`src/rtl/stream_demux_1ton_pkg.sv`:
```
// Shared definitions for the 1:N stream demultiplexer: FSM state encoding
// and the select range check.
package stream_demux_1ton_pkg;

  typedef enum logic [1:0] {
    ST_IDLE = 2'd0,
    ST_PKT  = 2'd1,
    ST_DROP = 2'd2
  } state_e;

  // Out-of-range codes only exist when the channel count is not a power of 2.
  function automatic logic sel_valid(input int unsigned sel, input int unsigned num_ch);
    return sel < num_ch;
  endfunction

endpackage

```
`src/rtl/stream_hold_reg.sv`:
```
// One-entry valid/ready holding register. A load always wins over a take, so
// the entry can be refilled in the same cycle it drains.
module stream_hold_reg #(
  parameter int W = 8
) (
  input  logic         clk,
  input  logic         rst,
  input  logic         load_i,
  input  logic [W-1:0] data_i,
  input  logic         take_i,
  output logic         valid_o,
  output logic [W-1:0] data_o
);

  logic         valid_q, valid_d;
  logic [W-1:0] data_q, data_d;

  always_comb begin
    valid_d = valid_q;
    data_d  = data_q;
    if (load_i) begin
      valid_d = 1'b1;
      data_d  = data_i;
    end else if (take_i) begin
      valid_d = 1'b0;
    end
  end

  always_ff @(posedge clk) begin
    if (rst) begin
      valid_q <= 1'b0;
      data_q  <= '0;
    end else begin
      valid_q <= valid_d;
      data_q  <= data_d;
    end
  end

  assign valid_o = valid_q;
  assign data_o  = data_q;

endmodule

```
`src/rtl/stream_demux_1ton.sv`:
```
// Registered 1:N packet demultiplexer. The channel is locked on the first beat
// of a packet; packets with an out-of-range select are dropped and flagged.
//
// Handshake: a beat moves on any interface at a rising edge where valid and
// ready are both high; valid is never withdrawn and payload never changes
// before that edge (except under rst).
module stream_demux_1ton
  import stream_demux_1ton_pkg::*;
#(
  parameter int DATA_W = 8,
  parameter int NUM_CH = 4,
  parameter int SEL_W  = $clog2(NUM_CH)
) (
  input  logic                     clk,
  input  logic                     rst,
  input  logic [DATA_W-1:0]        in_data,
  input  logic [SEL_W-1:0]         in_sel,
  input  logic                     in_last,
  input  logic                     in_valid,
  output logic                     in_ready,
  output logic [NUM_CH*DATA_W-1:0] out_data,
  output logic [NUM_CH-1:0]        out_last,
  output logic [NUM_CH-1:0]        out_valid,
  input  logic [NUM_CH-1:0]        out_ready,
  output logic                     err_sel,
  output logic [1:0]               dbg_state_o
);

  localparam int HW = SEL_W + 1 + DATA_W;

  state_e            state_q, state_d;
  logic [SEL_W-1:0]  cur_ch_q, cur_ch_d;
  logic              err_q, err_d;

  logic              hold_v;
  logic [HW-1:0]     hold_data;
  logic [SEL_W-1:0]  hold_ch;
  logic              hold_last;
  logic [DATA_W-1:0] hold_payload;

  logic              load;
  logic [SEL_W-1:0]  load_ch;
  logic              out_take;
  logic              accept;
  logic              start_ok;
  logic [NUM_CH-1:0] valid_fan;

  assign {hold_ch, hold_last, hold_payload} = hold_data;

  always_comb begin
    valid_fan = '0;
    for (int k = 0; k < NUM_CH; k++) begin
      if (hold_v && hold_ch == SEL_W'(k)) valid_fan[k] = 1'b1;
    end
  end

  // Only the selected channel's ready matters; the others are masked off by valid_fan.
  assign out_take = |(valid_fan & out_ready);
  assign in_ready = !rst && (state_q == ST_DROP || !hold_v || out_take);
  assign accept   = in_valid && in_ready;
  assign start_ok = sel_valid(32'(in_sel), 32'(NUM_CH));

  always_comb begin
    state_d  = state_q;
    cur_ch_d = cur_ch_q;
    err_d    = 1'b0;
    load     = 1'b0;
    load_ch  = cur_ch_q;
    case (state_q)
      ST_IDLE: begin
        if (accept) begin
          if (start_ok) begin
            load     = 1'b1;
            load_ch  = in_sel;
            cur_ch_d = in_sel;
            if (!in_last) state_d = ST_PKT;
          end else begin
            err_d = 1'b1;
            if (!in_last) state_d = ST_DROP;
          end
        end
      end
      ST_PKT: begin
        if (accept) begin
          load = 1'b1;
          if (in_last) state_d = ST_IDLE;
        end
      end
      ST_DROP: begin
        if (accept && in_last) state_d = ST_IDLE;
      end
      default: state_d = ST_IDLE;
    endcase
  end

  always_ff @(posedge clk) begin
    if (rst) begin
      state_q  <= ST_IDLE;
      cur_ch_q <= '0;
      err_q    <= 1'b0;
    end else begin
      state_q  <= state_d;
      cur_ch_q <= cur_ch_d;
      err_q    <= err_d;
    end
  end

  stream_hold_reg #(
    .W(HW)
  ) u_hold (
    .clk    (clk),
    .rst    (rst),
    .load_i (load),
    .data_i ({load_ch, in_last, in_data}),
    .take_i (out_take),
    .valid_o(hold_v),
    .data_o (hold_data)
  );

  assign out_data    = {NUM_CH{hold_payload}};
  assign out_last    = {NUM_CH{hold_last}};
  assign out_valid   = valid_fan;
  assign err_sel     = err_q;
  assign dbg_state_o = state_q;

endmodule

```
`config.mk`:
```
export PLATFORM = sky130hd
export DESIGN_NAME = stream_demux_1ton
export DESIGN_NICKNAME = d
export VERILOG_FILES = /design/src/rtl/stream_demux_1ton_pkg.sv /design/src/rtl/stream_hold_reg.sv /design/src/rtl/stream_demux_1ton.sv
export SDC_FILE = /design/constraint.sdc
export NUM_CORES = 1
export LEC_CHECK = 0
export ABC_AREA = 1
export BUFFER_PORTS_ARGS = -buffer_cell sky130_fd_sc_hd__buf_2
export CORE_ASPECT_RATIO = 1.25
export CORE_MARGIN = 8
export CORE_UTILIZATION = 37
export CTS_BUF_LIST = sky130_fd_sc_hd__clkbuf_4 sky130_fd_sc_hd__clkbuf_8 sky130_fd_sc_hd__clkbuf_16
export CTS_CLUSTER_DIAMETER = 150
export DETAILED_ROUTE_END_ITERATION = 6
export PLACE_DENSITY = 0.75
export SYNTH_ARGS = -nofsm -noshare
export SYNTH_HDL_FRONTEND = slang
export SYNTH_HIERARCHICAL = 1
export SYNTH_SLANG_ARGS = --single-unit
```
`constraint.sdc`:
```
create_clock -name clk -period 1.3 [get_ports clk]
set_input_delay 0.195 -clock clk [delete_from_list [all_inputs] [get_ports clk]]
set_output_delay 0.195 -clock clk [all_outputs]
set_load 0.05 [all_outputs]
```
* Yosys cells after proc, flatten, opt, wreduce, memory -nomap -nowiden *
Cells that the tools add are included.

operators by class
  reduce and logical (&&, ||, !) cells = 17
  mux-type cells = 16
  equality and inequality tests = 10
  bitwise gates (word level) = 1

operator list
  kind                  number
  $mux W2               7
  $mux W1               8
  $ne A2 B2 Y1 const B  4
  $logic_and A1 B1 Y1   7
  $eq A2 B2 Y1 const B  3
  $pmux W2 S3           1
  $reduce_and A5 Y1     1
  $and A4 B4 Y4         1
  $eq A2 B1 Y1 const B  2
  $logic_not A2 Y1      2
  $reduce_or A4 Y1      1
  $logic_not A1 Y1      2
  $logic_or A1 B1 Y1    2
  $ne A2 B1 Y1 const B  1
  $reduce_bool A2 Y1    1
  $reduce_or A2 Y1      1

storage, ports and cells
  word-level logic and storage cells = 48
  input port bits = 18
  output and inout port bits = 44
  register bits after elaboration = 16

* Depth between registers and ports, before layout *
Gate-level depths: netlist of run 1.

  depth after elaboration = 11
  mapped depth = 11
  depth with buffers taken out = 11

* Hierarchy *
The synthesis of run 1 kept the hierarchy.

modules (own cells, without submodules)
  module             cells each  area an instance (sq um)  instances
  stream_demux_1ton  77          486.7                     1
  stream_hold_reg    53          436.7                     1

* Least setup slack after synthesis of run 1 *
Ideal clock, no wire load.

  path kind = reg-to-output
  from = register u_hold.valid_q (netlist: u_hold/valid_o)
  to = output out_valid[1]
  slack = -468 ps
  required time = 1,105 ps
  arrival time = 1,573 ps
  path buffers = 1
  cell stages (with the launch flop) = 4
  path through = dfxtp_1 buf_4 inv_2 nor3_1

on the way
  longest elaborated chain between the ends = 2

RTL lines
  item                      RTL line                 text
  start: declaration        stream_hold_reg.sv:15    logic valid_q, valid_d;
  start signal: assignment  stream_hold_reg.sv:34    valid_q <= valid_d;
  $logic_and A1 B1 Y1       stream_demux_1ton.sv:53  if (hold_v && hold_ch == SEL_W'(k)) valid_fan[k] = 1'b1;
  $mux W1                   stream_demux_1ton.sv:53
  end: declaration          stream_demux_1ton.sv:23  output logic [NUM_CH-1:0] out_valid,

Every way passes these cells.

* Worst setup path after layout of run 1 *
  from = register u_hold.data_q[9] (netlist: u_hold/data_o[9])
  to = output in_ready

on the way
  longest elaborated chain between the ends = 7
  elaborated cells between the ends (all ways) = 16
  those cells by class = eq/ne: 3; mux: 4; bitwise: 1; reduce/logical: 8

RTL lines
  item                                        RTL line                 text
  start: declaration                          stream_hold_reg.sv:16    logic [W-1:0] data_q, data_d;
  start signal: assignment                    stream_hold_reg.sv:35    data_q <= data_d;
  $eq A2 B1 Y1, or another cell as far along  stream_demux_1ton.sv:53
  $logic_and A1 B1 Y1                         stream_demux_1ton.sv:53
  $mux W1                                     stream_demux_1ton.sv:53
  $and A4 B4 Y4 (*)                           stream_demux_1ton.sv:58  assign out_take = |(valid_fan & out_ready);
  $reduce_or A4 Y1 (*)                        stream_demux_1ton.sv:58
  $logic_or A1 B1 Y1 (*)                      stream_demux_1ton.sv:59  assign in_ready = !rst && (state_q == ST_DROP || !hold_v || out_take);
  $logic_and A1 B1 Y1 (*)                     stream_demux_1ton.sv:59
  end: declaration                            stream_demux_1ton.sv:20  output logic in_ready,

Mark *: on every way between the ends. The rest lies on a longest branch, timed or not.

==> results_dict.tcl, run 1 <==
set metrics [dict create \
    placedCellCount 203 \
    syn_area_um2 923 \
    outcome "complete, but fails checks" \
    rsz0062_at_grt "true" \
    grt_use_total 0.0984 \
    crit_type "reg -> out" \
    startpoint "u_hold/data_o[9]" \
    multi_input_area_um2 355 \
    syn_inst 130 \
    drt_iter0_markers 23 \
    cts.clk_slew.worst_paths_ns 0.09 \
    drive_gt1_frac 0.559 \
    yosysSeqAreaShare 0.325 \
    synth.avg_cell_area_um2 7.10 \
    clock-skew-final_ns 0.000821 \
    end_kind "output pin" \
    ios 62 \
    cts_buffers 3 \
    grt_pass1_vias 819 \
    h-tree-depth 1 \
    p_sw_mw 0.664 \
    min_period_over_period 1.19 \
    yosys_warnings 6 \
    mostFrequentLayoutCell "buf_2" \
    power_density_nw_per_um2 1160 \
    finalSetupTns_ns -2.68 \
    slowest_delay_ns 0.37 \
    crit_chain "inv_2 > nand4_1 > nand2_2 > nor2_4 > a21oi_4 > buf_6 > buf_8" \
    setup_violations 20 \
    ys_ff_latch 15 \
    vias 876 \
    diodes 0 \
    worst_skew_pair.late_latency_ns 0.28 \
    cp_num_buf_inv 3 \
    worstHoldStart "in_data[6]" \
    pwr-share-seq 0.356 \
    clockBufferDepth 2 \
    p_leak_nw 0.742 \
    wl_per_cell_um 10.9 \
    drt_first_pass_iters 4 \
    drc 0 \
    fp.coreArea_um2 2400 \
    hold_viol_final 0 \
    antenna_found_initial 0 \
    cts_tree "built" \
    gp_congestion 0.738 \
    avgViaCountPerCell 4.17 \
    timing.final.ws_setup_ns -0.243 \
    yosysTopAreaCellShare 0.325 \
    grt_max_degree 13 \
    final_area_um2 1280 \
    grt_overflow 0 \
    arrival_ns 1.35 \
    layout_common_cells "buf_2, nor2_1, inv_1, dfxtp_1" \
    grt_pass1_wl_um 3410 \
    final_nets 196 \
    die_w_um 60.7 \
    drv_cap 0 \
    hold_class "in -> reg" \
    ir_drop_uv 527 \
    p_comb_frac 0.447 \
    stdcell_count 210 \
    start_util 0.384 \
    p_clk_frac 0.197 \
    final_util 0.531 \
    slew_viol_final 0 \
    hpwl_um 1860 \
    fin_crit_ns 1.54 \
    die_area_um2 4360 \
    fmax_ghz 0.648 \
    cts-root-buf "clkbuf_4" \
    worstSetupStartpointType "flop" \
    fill_cells 257 \
    row_count 20 \
    drt-total-wl_um 2280 \
    crit_family "flip-flops" \
    crit_slowest_cell "dfxtp_4" \
    crit_required_ns 1.11 \
    p_int_mw 0.819 \
    failed_checks "setup timing" \
    final_antenna_net_count 0 \
    hold_ws_ns 0.132 \
    area_growth_pct 38.2 \
    regArea_um2 309 \
    swShare 0.448 \
    ys_types 17 \
    total_power_mw 1.48 \
    synthTopCellsByArea "dfxtp_1, buf_4, nor2_1" \
    dp_slack_ns -0.139 \
    port_buffers 59 \
    worstPathMaxFanout 6 \
    die_y_um 71.9 \
    rr_startpoint "u_hold/data_o[9]" \
    ctsHoldBuffers 0 \
    clkSinkCount 15 \
    dpl_cell_area_um2 1120 \
    yosysTopAreaCell "dfxtp_1" \
]
## final timing paths
kind / endpoint / slack, ns / cells after the start
max: in_ready / -0.24 / 7
min reg2reg: u_hold/data_o[7] / 0.54 / 2
max reg2reg: u_hold/data_o[10] / -0.21 / 12
min: u_hold/data_o[6] / 0.13 / 3
## power groups by stage
| stage | logic (mW) | clock network (mW) | registers, mW |
|---|---|---|---|
| after floorplan | 0.458 | 0 | 0.619 |
| after global placement | 0.614 | 0 | 0.539 |
| after detailed placement | 0.618 | 0 | 0.541 |
| after CTS | 0.664 | 0.302 | 0.528 |
| after global routing | 0.695 | 0.323 | 0.535 |
| final | 0.663 | 0.292 | 0.528 |
## flip-flops by register name, indices dropped and copies added (netlist names)
register        count
dbg_state_o         1
u_hold/valid_o      1
cur_ch_q            2
u_hold/data_o      11
## cell type report
type,count,area share
Timing Repair Buffer,75,0.368
Multi-Input combinational cell,66,0.278
Sequential cell,15,0.242
Inverter,17,0.0559
Tap cell,33,0.0324
Clock buffer,4,0.0235
## per-layer routing
| metal | routed length, um | share of wire | track usage |
|---|---|---|---|
| met5 | 0 | 0 | 0 |
| met4 | 27 | 0.012 | 0.0468 |
| met3 | 174 | 0.076 | 0.0179 |
| met2 | 1190 | 0.52 | 0.192 |
| met1 | 888 | 0.39 | 0.0904 |
## cell usage after synthesis (all sizes together)
library cell and number:
buf 33, nor2 30, inv 17, dfxtp 15, nand2 12, o21ai 11
nand4 6, a21oi 2, nor3 2, conb 1, nand3 1
## cells by family after synthesis
kind of cell           share of synthesized area
AO/OA/AOI/OAI                             0.0867
flip-flops                                 0.325
buffers and inverters                      0.346
AND/OR/NAND/NOR                            0.238
other                                    0.00406
## tightest hold or removal path: stages
cell    delay [ns]
buf_2         0.07
nor2_1        0.03
nor2_1        0.08
## what timing repair did
| action | 4_1_cts | 5_1_grt |
|---|---|---|
| setup endpoints to repair | 19 | 20 |
| pin swaps | 5 | 2 |
| cloned | 0 | 0 |
| setup buffers | 4 | 1 |
| resized for setup | 28 | 3 |
No activity file was read; power rests on OpenSTA's default activity.
==> run 2: changes to the inputs <==
- BUFFER_PORTS_ARGS: -buffer_cell sky130_fd_sc_hd__buf_2 -> -buffer_cell sky130_fd_sc_hd__buf_4
- CTS_BUF_LIST: sky130_fd_sc_hd__clkbuf_4 sky130_fd_sc_hd__clkbuf_8 sky130_fd_sc_hd__clkbuf_16 -> sky130_fd_sc_hd__clkbuf_16
==> run 2 against run 1 <==
The flow still finishes with violations (setup timing). Sequential cell count stayed put. Via count is 8.0% higher. Total power is 25% higher. Clock skew is 0.0010 ns higher. Critical path depth stayed put. Cell count is 0.48% higher. Routed wire length is 14% higher. Clock-buffer cell count is 1 lower. Sequential power is 1% higher. Sequential share of layout area is 3.4 points lower. Die area stayed put. Clock power is 98% higher. Critical endpoint unchanged.
==> results_dict.tcl, run 2 (synthesis gave the netlist of run 1 again) <==
set metrics [dict create \
    stdcell_count 211 \
    fill_cells 216 \
    cts-root-buf "clkbuf_16" \
    die_w_um 60.7 \
    avgViaCountPerCell 4.48 \
    dpl_cell_area_um2 1280 \
    cts_tree "built" \
    p_leak_nw 0.792 \
    hold_viol_final 0 \
    drt_first_pass_iters 4 \
    drv_cap 0 \
    fp.coreArea_um2 2400 \
    row_count 20 \
    hold_ws_ns 0.174 \
    worstSetupStartpointType "flop" \
    end_kind "output pin" \
    antenna_found_initial 0 \
    die_area_um2 4360 \
    diodes 0 \
    gp_congestion 0.749 \
    worstPathMaxFanout 6 \
    rsz0062_at_grt "true" \
    drive_gt1_frac 0.601 \
    grt_max_degree 13 \
    drt-total-wl_um 2600 \
    p_sw_mw 0.702 \
    die_y_um 71.9 \
    vias 946 \
    outcome "complete, but fails checks" \
    mostFrequentLayoutCell "buf_4" \
    wl_per_cell_um 12.3 \
    finalSetupTns_ns -3.34 \
    final_antenna_net_count 0 \
    grt_use_total 0.114 \
    largest_register_ffs 11 \
    start_util 0.384 \
    min_period_over_period 1.18 \
    p_comb_frac 0.401 \
    cts.clk_slew.worst_paths_ns 0.05 \
    crit_type "reg -> out" \
    slew_viol_final 0 \
    clkSinkCount 15 \
    cts_buffers 3 \
    p_int_mw 1.16 \
    grt_pass1_vias 878 \
    pwr-share-seq 0.288 \
    area_growth_pct 62.3 \
    ir_drop_uv 943 \
    grt_overflow 0 \
    swShare 0.378 \
    worst_skew_pair.late_latency_ns 0.24 \
    p_clk_frac 0.311 \
    port_buffers 59 \
    hold_class "in -> reg" \
    regToRegSetupSlack_ns -0.23 \
    fmax_ghz 0.651 \
    final_area_um2 1500 \
    timing.final.ws_setup_ns -0.237 \
    power_density_nw_per_um2 1240 \
    arrival_ns 1.34 \
    h-tree-depth 1 \
    failed_checks "setup timing" \
    clock-skew-final_ns 0.00182 \
    clockBufferDepth 2 \
    drt_iter0_markers 19 \
    setup_violations 20 \
    final_nets 197 \
    grt_pass1_wl_um 3940 \
    drc 0 \
    hpwl_um 2060 \
    ios 62 \
    placedCellCount 203 \
    layout_common_cells "buf_4, nor2_1, inv_1" \
    crit_required_ns 1.11 \
    fin_crit_ns 1.54 \
]
==> run 2: layout make-up <==
class                           instances  area [um^2]  area share
Timing Repair Buffer                   76          624       0.417
Multi-Input combinational cell         66          367       0.245
Sequential cell                        15          312       0.208
Inverter                               17         76.3      0.0509
Clock buffer                            3         75.1      0.0501
Tap cell                               33         41.3      0.0275
Clock inverter                          1         3.75     0.00250
==> run 2: repair_timing <==
item,CTS,global route
gates resized for setup,22,11
pin swaps,6,9
buffers inserted,4,2
gates cloned,0,0
hold buffers,0,0
endpoints found under the setup margin,19,20
==> run 2: power groups by stage <==
stage / clock network [mW] / registers (mW) / logic (mW)
floorplan: 0 / 0.619 / 0.458
global placement: 0 / 0.543 / 0.686
detailed placement: 0 / 0.546 / 0.694
CTS: 0.593 / 0.535 / 0.735
global route: 0.612 / 0.541 / 0.779
finish: 0.578 / 0.535 / 0.745
==> run 2: through the flow <==
step,util,power (mW),setup slack [ns]
finish,0.624,1.86,-0.237
global route,0.624,1.93,-0.383
CTS,0.608,1.86,-0.178
detailed placement,0.534,1.24,-0.139
global placement,0.534,1.23,-0.0673
floorplan,-,1.08,-0.337
==> run 2: worst paths after layout <==
path                                  startpoint                to  depth (start not counted)
worst max register to register  u_hold/data_o[9]  u_hold/data_o[6]                         11
worst min-delay path                  in_data[3]  u_hold/data_o[3]                          3
worst min register to register  u_hold/data_o[1]  u_hold/data_o[1]                          2
worst max-delay path            u_hold/data_o[9]          in_ready                          7
==> run 2: layer usage <==
layer,GRT usage,vias up,part of all wire
met5,0,-,0
met4,0.0545,0,0.010
met3,0.0251,2,0.098
met2,0.208,33,0.55
met1,0.114,438,0.35
li1,-,473,-
==> run 2: worst max-delay path, cell delays in order (launching register included) <==
cell and delay [ns]:
dfxtp_4 0.36, inv_2 0.05, nand4_1 0.12, nand2_2 0.12, nor2_4 0.05, a21oi_4 0.16, buf_6 0.11, buf_8 0.13
